$ cat src/rtl/seq_detector_prog_if.sv
// seq_detector_prog_if: configuration, serial stream and status signals of the programmable detector
interface seq_detector_prog_if #(
    parameter int MAX_LEN = 8,
    parameter int LEN_W   = 4,
    parameter int CNT_W   = 8
);
    logic               cfg_load;
    logic [MAX_LEN-1:0] cfg_pattern;
    logic [LEN_W-1:0]   cfg_len;
    logic               cfg_overlap;
    logic               en;
    logic               x;
    logic               y;
    logic [CNT_W-1:0]   match_count;
    logic               cfg_err;
    logic               armed;
    modport master (
        output cfg_load, cfg_pattern, cfg_len, cfg_overlap, en, x,
        input  y, match_count, cfg_err, armed
    );
    modport slave (
        input  cfg_load, cfg_pattern, cfg_len, cfg_overlap, en, x,
        output y, match_count, cfg_err, armed
    );
endinterface

$ cat src/rtl/seq_detector_prog.sv
// seq_detector_prog: runtime-programmable Mealy bit-pattern detector with saturating match counter
module seq_detector_prog #(
    parameter int MAX_LEN = 8,
    parameter int LEN_W   = 4,
    parameter int CNT_W   = 8
) (
    input logic               clk,
    input logic               reset,
    seq_detector_prog_if.slave bus
);
    typedef enum logic {UNCFG, RUN} state_t;
    state_t             state_q, state_d;
    logic [MAX_LEN-2:0] hist_q, hist_d;
    logic [LEN_W-1:0]   fill_q, fill_d, len_q, len_d;
    logic [MAX_LEN-1:0] pat_q, pat_d, mask, win;
    logic [CNT_W-1:0]   cnt_q, cnt_d;
    logic               ovl_q, ovl_d, err_q, err_d;
    logic               cfg_ok, y;
    assign cfg_ok = (bus.cfg_len != '0) && (bus.cfg_len <= LEN_W'(MAX_LEN));
    assign win    = {hist_q, bus.x};
    // Only the low len bits of the window and pattern take part in the compare
    always_comb begin
        mask = '0;
        for (int i = 0; i < MAX_LEN; i++) mask[i] = LEN_W'(i) < len_q;
    end
    assign y = (state_q == RUN) && bus.en && !bus.cfg_load
             && (fill_q >= len_q - LEN_W'(1)) && ((win & mask) == (pat_q & mask));
    always_comb begin
        state_d = state_q;
        hist_d  = hist_q;
        fill_d  = fill_q;
        len_d   = len_q;
        pat_d   = pat_q;
        ovl_d   = ovl_q;
        cnt_d   = cnt_q;
        err_d   = 1'b0;
        if (bus.cfg_load) begin
            if (cfg_ok) begin
                state_d = RUN;
                pat_d   = bus.cfg_pattern;
                len_d   = bus.cfg_len;
                ovl_d   = bus.cfg_overlap;
                hist_d  = '0;
                fill_d  = '0;
                cnt_d   = '0;
            end else begin
                err_d = 1'b1;
            end
        end else if (state_q == RUN && bus.en) begin
            hist_d = (MAX_LEN-1)'(win);
            fill_d = (fill_q == LEN_W'(MAX_LEN-1)) ? fill_q : fill_q + LEN_W'(1);
            if (y && !ovl_q) begin
                hist_d = '0;
                fill_d = '0;
            end
            if (y && cnt_q != '1) cnt_d = cnt_q + CNT_W'(1);
        end
    end
    always_ff @(posedge clk) begin
        if (reset) begin
            state_q <= UNCFG;
            hist_q  <= '0;
            fill_q  <= '0;
            len_q   <= '0;
            pat_q   <= '0;
            ovl_q   <= 1'b0;
            cnt_q   <= '0;
            err_q   <= 1'b0;
        end else begin
            state_q <= state_d;
            hist_q  <= hist_d;
            fill_q  <= fill_d;
            len_q   <= len_d;
            pat_q   <= pat_d;
            ovl_q   <= ovl_d;
            cnt_q   <= cnt_d;
            err_q   <= err_d;
        end
    end
    assign bus.y           = y;
    assign bus.match_count = cnt_q;
    assign bus.cfg_err     = err_q;
    assign bus.armed       = (state_q == RUN);
endmodule

$ cat src/flat_wrapper.sv
// flat-port wrapper written by rule: the top's interface ports become plain ports
module seq_detector_prog_flat 
#(
    parameter int MAX_LEN = 8,
    parameter int LEN_W   = 4,
    parameter int CNT_W   = 8
)
  (clk, reset, bus_cfg_load, bus_cfg_pattern, bus_cfg_len, bus_cfg_overlap, bus_en, bus_x, bus_y, bus_match_count, bus_cfg_err, bus_armed);
  seq_detector_prog_if #(.MAX_LEN(MAX_LEN), .LEN_W(LEN_W), .CNT_W(CNT_W)) bus_i ();
  input logic clk;
  input logic reset;
  input wire logic [$bits(bus_i.cfg_load)-1:0] bus_cfg_load;
  input wire logic [$bits(bus_i.cfg_pattern)-1:0] bus_cfg_pattern;
  input wire logic [$bits(bus_i.cfg_len)-1:0] bus_cfg_len;
  input wire logic [$bits(bus_i.cfg_overlap)-1:0] bus_cfg_overlap;
  input wire logic [$bits(bus_i.en)-1:0] bus_en;
  input wire logic [$bits(bus_i.x)-1:0] bus_x;
  output wire logic [$bits(bus_i.y)-1:0] bus_y;
  output wire logic [$bits(bus_i.match_count)-1:0] bus_match_count;
  output wire logic [$bits(bus_i.cfg_err)-1:0] bus_cfg_err;
  output wire logic [$bits(bus_i.armed)-1:0] bus_armed;
  assign bus_i.cfg_load = bus_cfg_load;
  assign bus_i.cfg_pattern = bus_cfg_pattern;
  assign bus_i.cfg_len = bus_cfg_len;
  assign bus_i.cfg_overlap = bus_cfg_overlap;
  assign bus_i.en = bus_en;
  assign bus_i.x = bus_x;
  assign bus_y = bus_i.y;
  assign bus_match_count = bus_i.match_count;
  assign bus_cfg_err = bus_i.cfg_err;
  assign bus_armed = bus_i.armed;
  seq_detector_prog #(.MAX_LEN(MAX_LEN), .LEN_W(LEN_W), .CNT_W(CNT_W)) u_core (.clk(clk), .reset(reset), .bus(bus_i));
endmodule
$ cat config.mk
export PLATFORM = sky130hd
export DESIGN_NAME = seq_detector_prog_flat
export DESIGN_NICKNAME = d
export VERILOG_FILES = /design/src/rtl/seq_detector_prog_if.sv /design/src/rtl/seq_detector_prog.sv /design/src/flat_wrapper.sv
export SDC_FILE = /design/constraint.sdc
export NUM_CORES = 1
export LEC_CHECK = 0
export CAP_MARGIN = 20
export CORE_MARGIN = 2
export CORE_UTILIZATION = 48
export DETAILED_ROUTE_END_ITERATION = 7
export GPL_ROUTABILITY_DRIVEN = 1
export PLACE_DENSITY_LB_ADDON = 0.12
export SYNTH_ARGS = -nofsm -noshare
export SYNTH_HDL_FRONTEND = slang
export SYNTH_SLANG_ARGS = --single-unit
$ cat constraint.sdc
create_clock -name clk -period 2.3 [get_ports clk]
set_input_delay 0.575 -clock clk [delete_from_list [all_inputs] [get_ports clk]]
set_output_delay 0.575 -clock clk [all_outputs]
set_load 0.05 [all_outputs]
==> impl_metrics.py, run 1 <==
metrics = {
    "outcome": {
        "outcome": "complete, but fails checks",
        "violations": "negative setup slack",
    },
    "timing": {
        "period_minus_slack_ps": 2660,
        "skew_ps": 7.37,
        "whs_ps": 465,
        "slew_headroom": 0.655,
        "setup_slack_ps": -364,
        "worst_pin_slew_ps": 516,
        "slew_violations": 0,
        "post-route-period-util": 1.16,
        "finalHoldViolCount": 0,
        "setup_viol_count_final": 19,
        "rsz0062_at_grt": "true",
        "max_freq_mhz": 375,
    },
    "grt": {
        "grt_pass1_vias": 1750,
        "grt_pass1_wl_um": 7760,
        "grt_usage": 0.239,
        "grt_max_degree": 30,
        "antenna_found_initial": 0,
        "grt-ovfl-total": 0,
    },
    "yosys": {
        "ys_async_sr_fraction": 0,
        "synthFlopType": "dfxtp_1",
        "syn_area_per_cell_um2": 8.82,
        "ys_warn_count": 0,
        "netlist_area_mm2": 0.00183,
        "ys_seq_area_frac": 0.373,
        "yosysUniqueCellTypes": 45,
        "yosys_register_bits": 34,
        "synth_edf_count": 0,
        "synth.net_count": 234,
        "postSynthCellCount": 207,
    },
    "cells_and_area": {
        "syn2layout_area_growth_pct": 43.0,
        "final_common_cell": "buf_4",
        "nFillCells": 288,
        "final_cell_mix": "buf_4 (41), dfxtp_1 (32), clkdlybuf4s50_1 (27), nand2_1 (18)",
        "drive_above_1_share": 0.287,
        "diodes": 0,
        "nNetsFinal": 300,
        "final_area_mm2": 0.00261,
    },
    "power_and_ir_drop": {
        "intPower_w": 0.000962,
        "seqPwrFrac": 0.480,
        "cellLeakagePower_nw": 1.05,
        "pwr-share-comb": 0.185,
        "swShare": 0.255,
        "p_sw_w": 0.000330,
        "pwr-share-clk": 0.335,
        "worst_ir_drop_vdd_v": 0.000461,
        "power_density_mw_per_mm2": 495,
    },
    "setup_path": {
        "cp_max_fo": 3,
        "worst-r2r-setup-slack_ps": -160,
        "crit_type": "reg -> out",
        "required_ps": 1730,
        "start_kind": "flop",
        "end_kind": "primary output",
        "worstPathArrival_ps": 2090,
    },
    "clock_tree": {
        "root_buffer": "clkbuf_8",
        "cts_buffers": 5,
        "cts_buffer_depth": 2,
        "clock_sinks": 34,
        "path_clk_slew_ps": 60,
        "clk_latency_ps": 290,
        "cts_tree": "yes",
        "h-tree-depth": 2,
    },
    "route": {
        "first_pass_iters": 4,
        "wire_per_inst_um": 14.7,
        "drt_wl_total_um": 4690,
        "ant_nets": 0,
        "vias_per_cell": 5.39,
        "drc": 0,
        "drt_iter0_drc": 89,
        "routed-via-count": 1725,
    },
    "run": {
        "max_cap_viol_count": 0,
    },
    "placement": {
        "dp_hpwl_um": 3440,
        "io_buffers": 28,
        "place.gp.congestion": 0.840,
        "place_area_mm2": 0.00241,
    },
    "floorplanning": {
        "rows": 22,
        "design.core.area_mm2": 0.00366,
        "start_util": 0.499,
        "dieArea_mm2": 0.00431,
        "die_x_um": 65.7,
        "chipHeight_um": 65.7,
        "boundaryPins": 29,
    },
    "min_path": {
        "min_path_type": "reg -> reg",
    },
}
Yosys cell counts, types with 2 or more instances:
cell type,count,area share
dfxtp_1,34,0.37
or4_1,3,0.012
xnor2_1,8,0.038
nand2_1,18,0.037
buf_2,4,0.011
o31ai_1,2,0.0082
mux2i_1,12,0.066
nand3_1,15,0.041
a22oi_1,2,0.0082
and3_1,2,0.0069
a211oi_1,3,0.012
a31oi_1,5,0.017
clkbuf_1,4,0.0082
and2_1,2,0.0069
inv_1,6,0.012
o211ai_1,2,0.0082
o21ai_0,7,0.019
nor2_1,17,0.035
buf_6,3,0.019
xor2_1,2,0.0096
nor3_1,5,0.014
a21oi_1,20,0.055
ha_1,9,0.062
through the flow:
| stage | setup slack, ps | TNS, ps | total power (W) | cells | utilization |
|---|---|---|---|---|---|
| 2_1_floorplan | -48.1 | -83.7 | 0.000750 | 207 | - |
| 3_3_place_gp | -273 | -2900 | 0.000846 | 309 | 0.658 |
| 3_5_place_dp | -303 | -3810 | 0.000854 | 309 | 0.658 |
| 4_1_cts | -356 | -652 | 0.00129 | 317 | 0.693 |
| 5_1_grt | -395 | -4140 | 0.00134 | 320 | 0.713 |
| 6_report | -364 | -1960 | 0.00129 | 320 | 0.713 |
routing by layer:
layer | global-route usage | vias up | routed length (um)
li1 | - | 871 | -
met1 | 0.259 | 822 | 1970
met2 | 0.453 | 26 | 2530
met3 | 0.0514 | 6 | 127
met4 | 0.0781 | 0 | 60
met5 | 0 | - | 0
kinds of logic (layout without fill, tap and decap cells):
kind of cell,after synthesis,in the layout,share of synthesized area
xor gates and xnor gates,10,10,0.0480
buffers and inverters,17,82,0.0500
AOI/OAI and AO/OA,48,48,0.172
and+or+nand+nor,77,77,0.230
muxes,12,12,0.0658
adders and majority gates,9,9,0.0617
DFF,34,34,0.373
power groups by stage:
| stage | clock network, W | logic (W) | registers [W] |
|---|---|---|---|
| 2_1_floorplan | 0 | 0.000114 | 0.000636 |
| 3_3_place_gp | 0 | 0.000216 | 0.000630 |
| 3_5_place_dp | 0 | 0.000223 | 0.000631 |
| 4_1_cts | 0.000444 | 0.000229 | 0.000618 |
| 5_1_grt | 0.000459 | 0.000259 | 0.000620 |
| 6_report | 0.000433 | 0.000239 | 0.000619 |
worst paths after layout:
check              startpoint                         to  cells after the start
max           u_core.len_q[0]                      bus_y                      9
max reg2reg   u_core.len_q[0]  u_core.bus.match_count[7]                     12
min          u_core.bus.armed           u_core.bus.armed                      2
min reg2reg  u_core.bus.armed           u_core.bus.armed                      2
cell type report:
class / count / area [um^2] / share of cell area
clock buffers: 6 / 82.6 / 0.0316
inverters: 6 / 25.0 / 0.00959
multi-input cells: 156 / 1150 / 0.440
flip-flops and latches: 34 / 686 / 0.263
well taps: 48 / 60.1 / 0.0230
repair buffers: 70 / 609 / 0.233
state kept, by name, indices dropped and copies added (netlist names):
register                count
u_core.fill_q               4
u_core.ovl_q                1
u_core.pat_q                8
u_core.bus.match_count      8
u_core.len_q                4
u_core.bus.armed            1
u_core.bus.cfg_err          1
u_core.hist_q               7
worst max-delay path, stage by stage (launching register included):
cell      delay [ps]
dfxtp_2          380
inv_2             70
ha_4             160
xnor2_2          120
ha_1             270
o211ai_1          70
o21a_1           220
a211oi_4         200
and2_4           190
buf_12           130
repair_timing:
item                       4_1_cts  5_1_grt
gates resized for setup          5       13
buffers inserted                 3        3
pin swaps                        7        7
hold buffers                     0        0
setup endpoints to repair       16       19
Power figures use the tool's default switching activity.
==> inputs of run 2 (changes only) <==
--- a/config.mk
+++ b/config.mk
@@ -5,12 +5,13 @@
 export SDC_FILE = /design/constraint.sdc
 export NUM_CORES = 1
 export LEC_CHECK = 0
-export CAP_MARGIN = 20
+export CAP_MARGIN = 10
 export CORE_MARGIN = 2
 export CORE_UTILIZATION = 48
 export DETAILED_ROUTE_END_ITERATION = 7
 export GPL_ROUTABILITY_DRIVEN = 1
 export PLACE_DENSITY_LB_ADDON = 0.12
+export SLEW_MARGIN = 10
 export SYNTH_ARGS = -nofsm -noshare
 export SYNTH_HDL_FRONTEND = slang
 export SYNTH_SLANG_ARGS = --single-unit
==> results of run 2 <==
No change in the layout: final DEF, timing and power equal those of run 1.
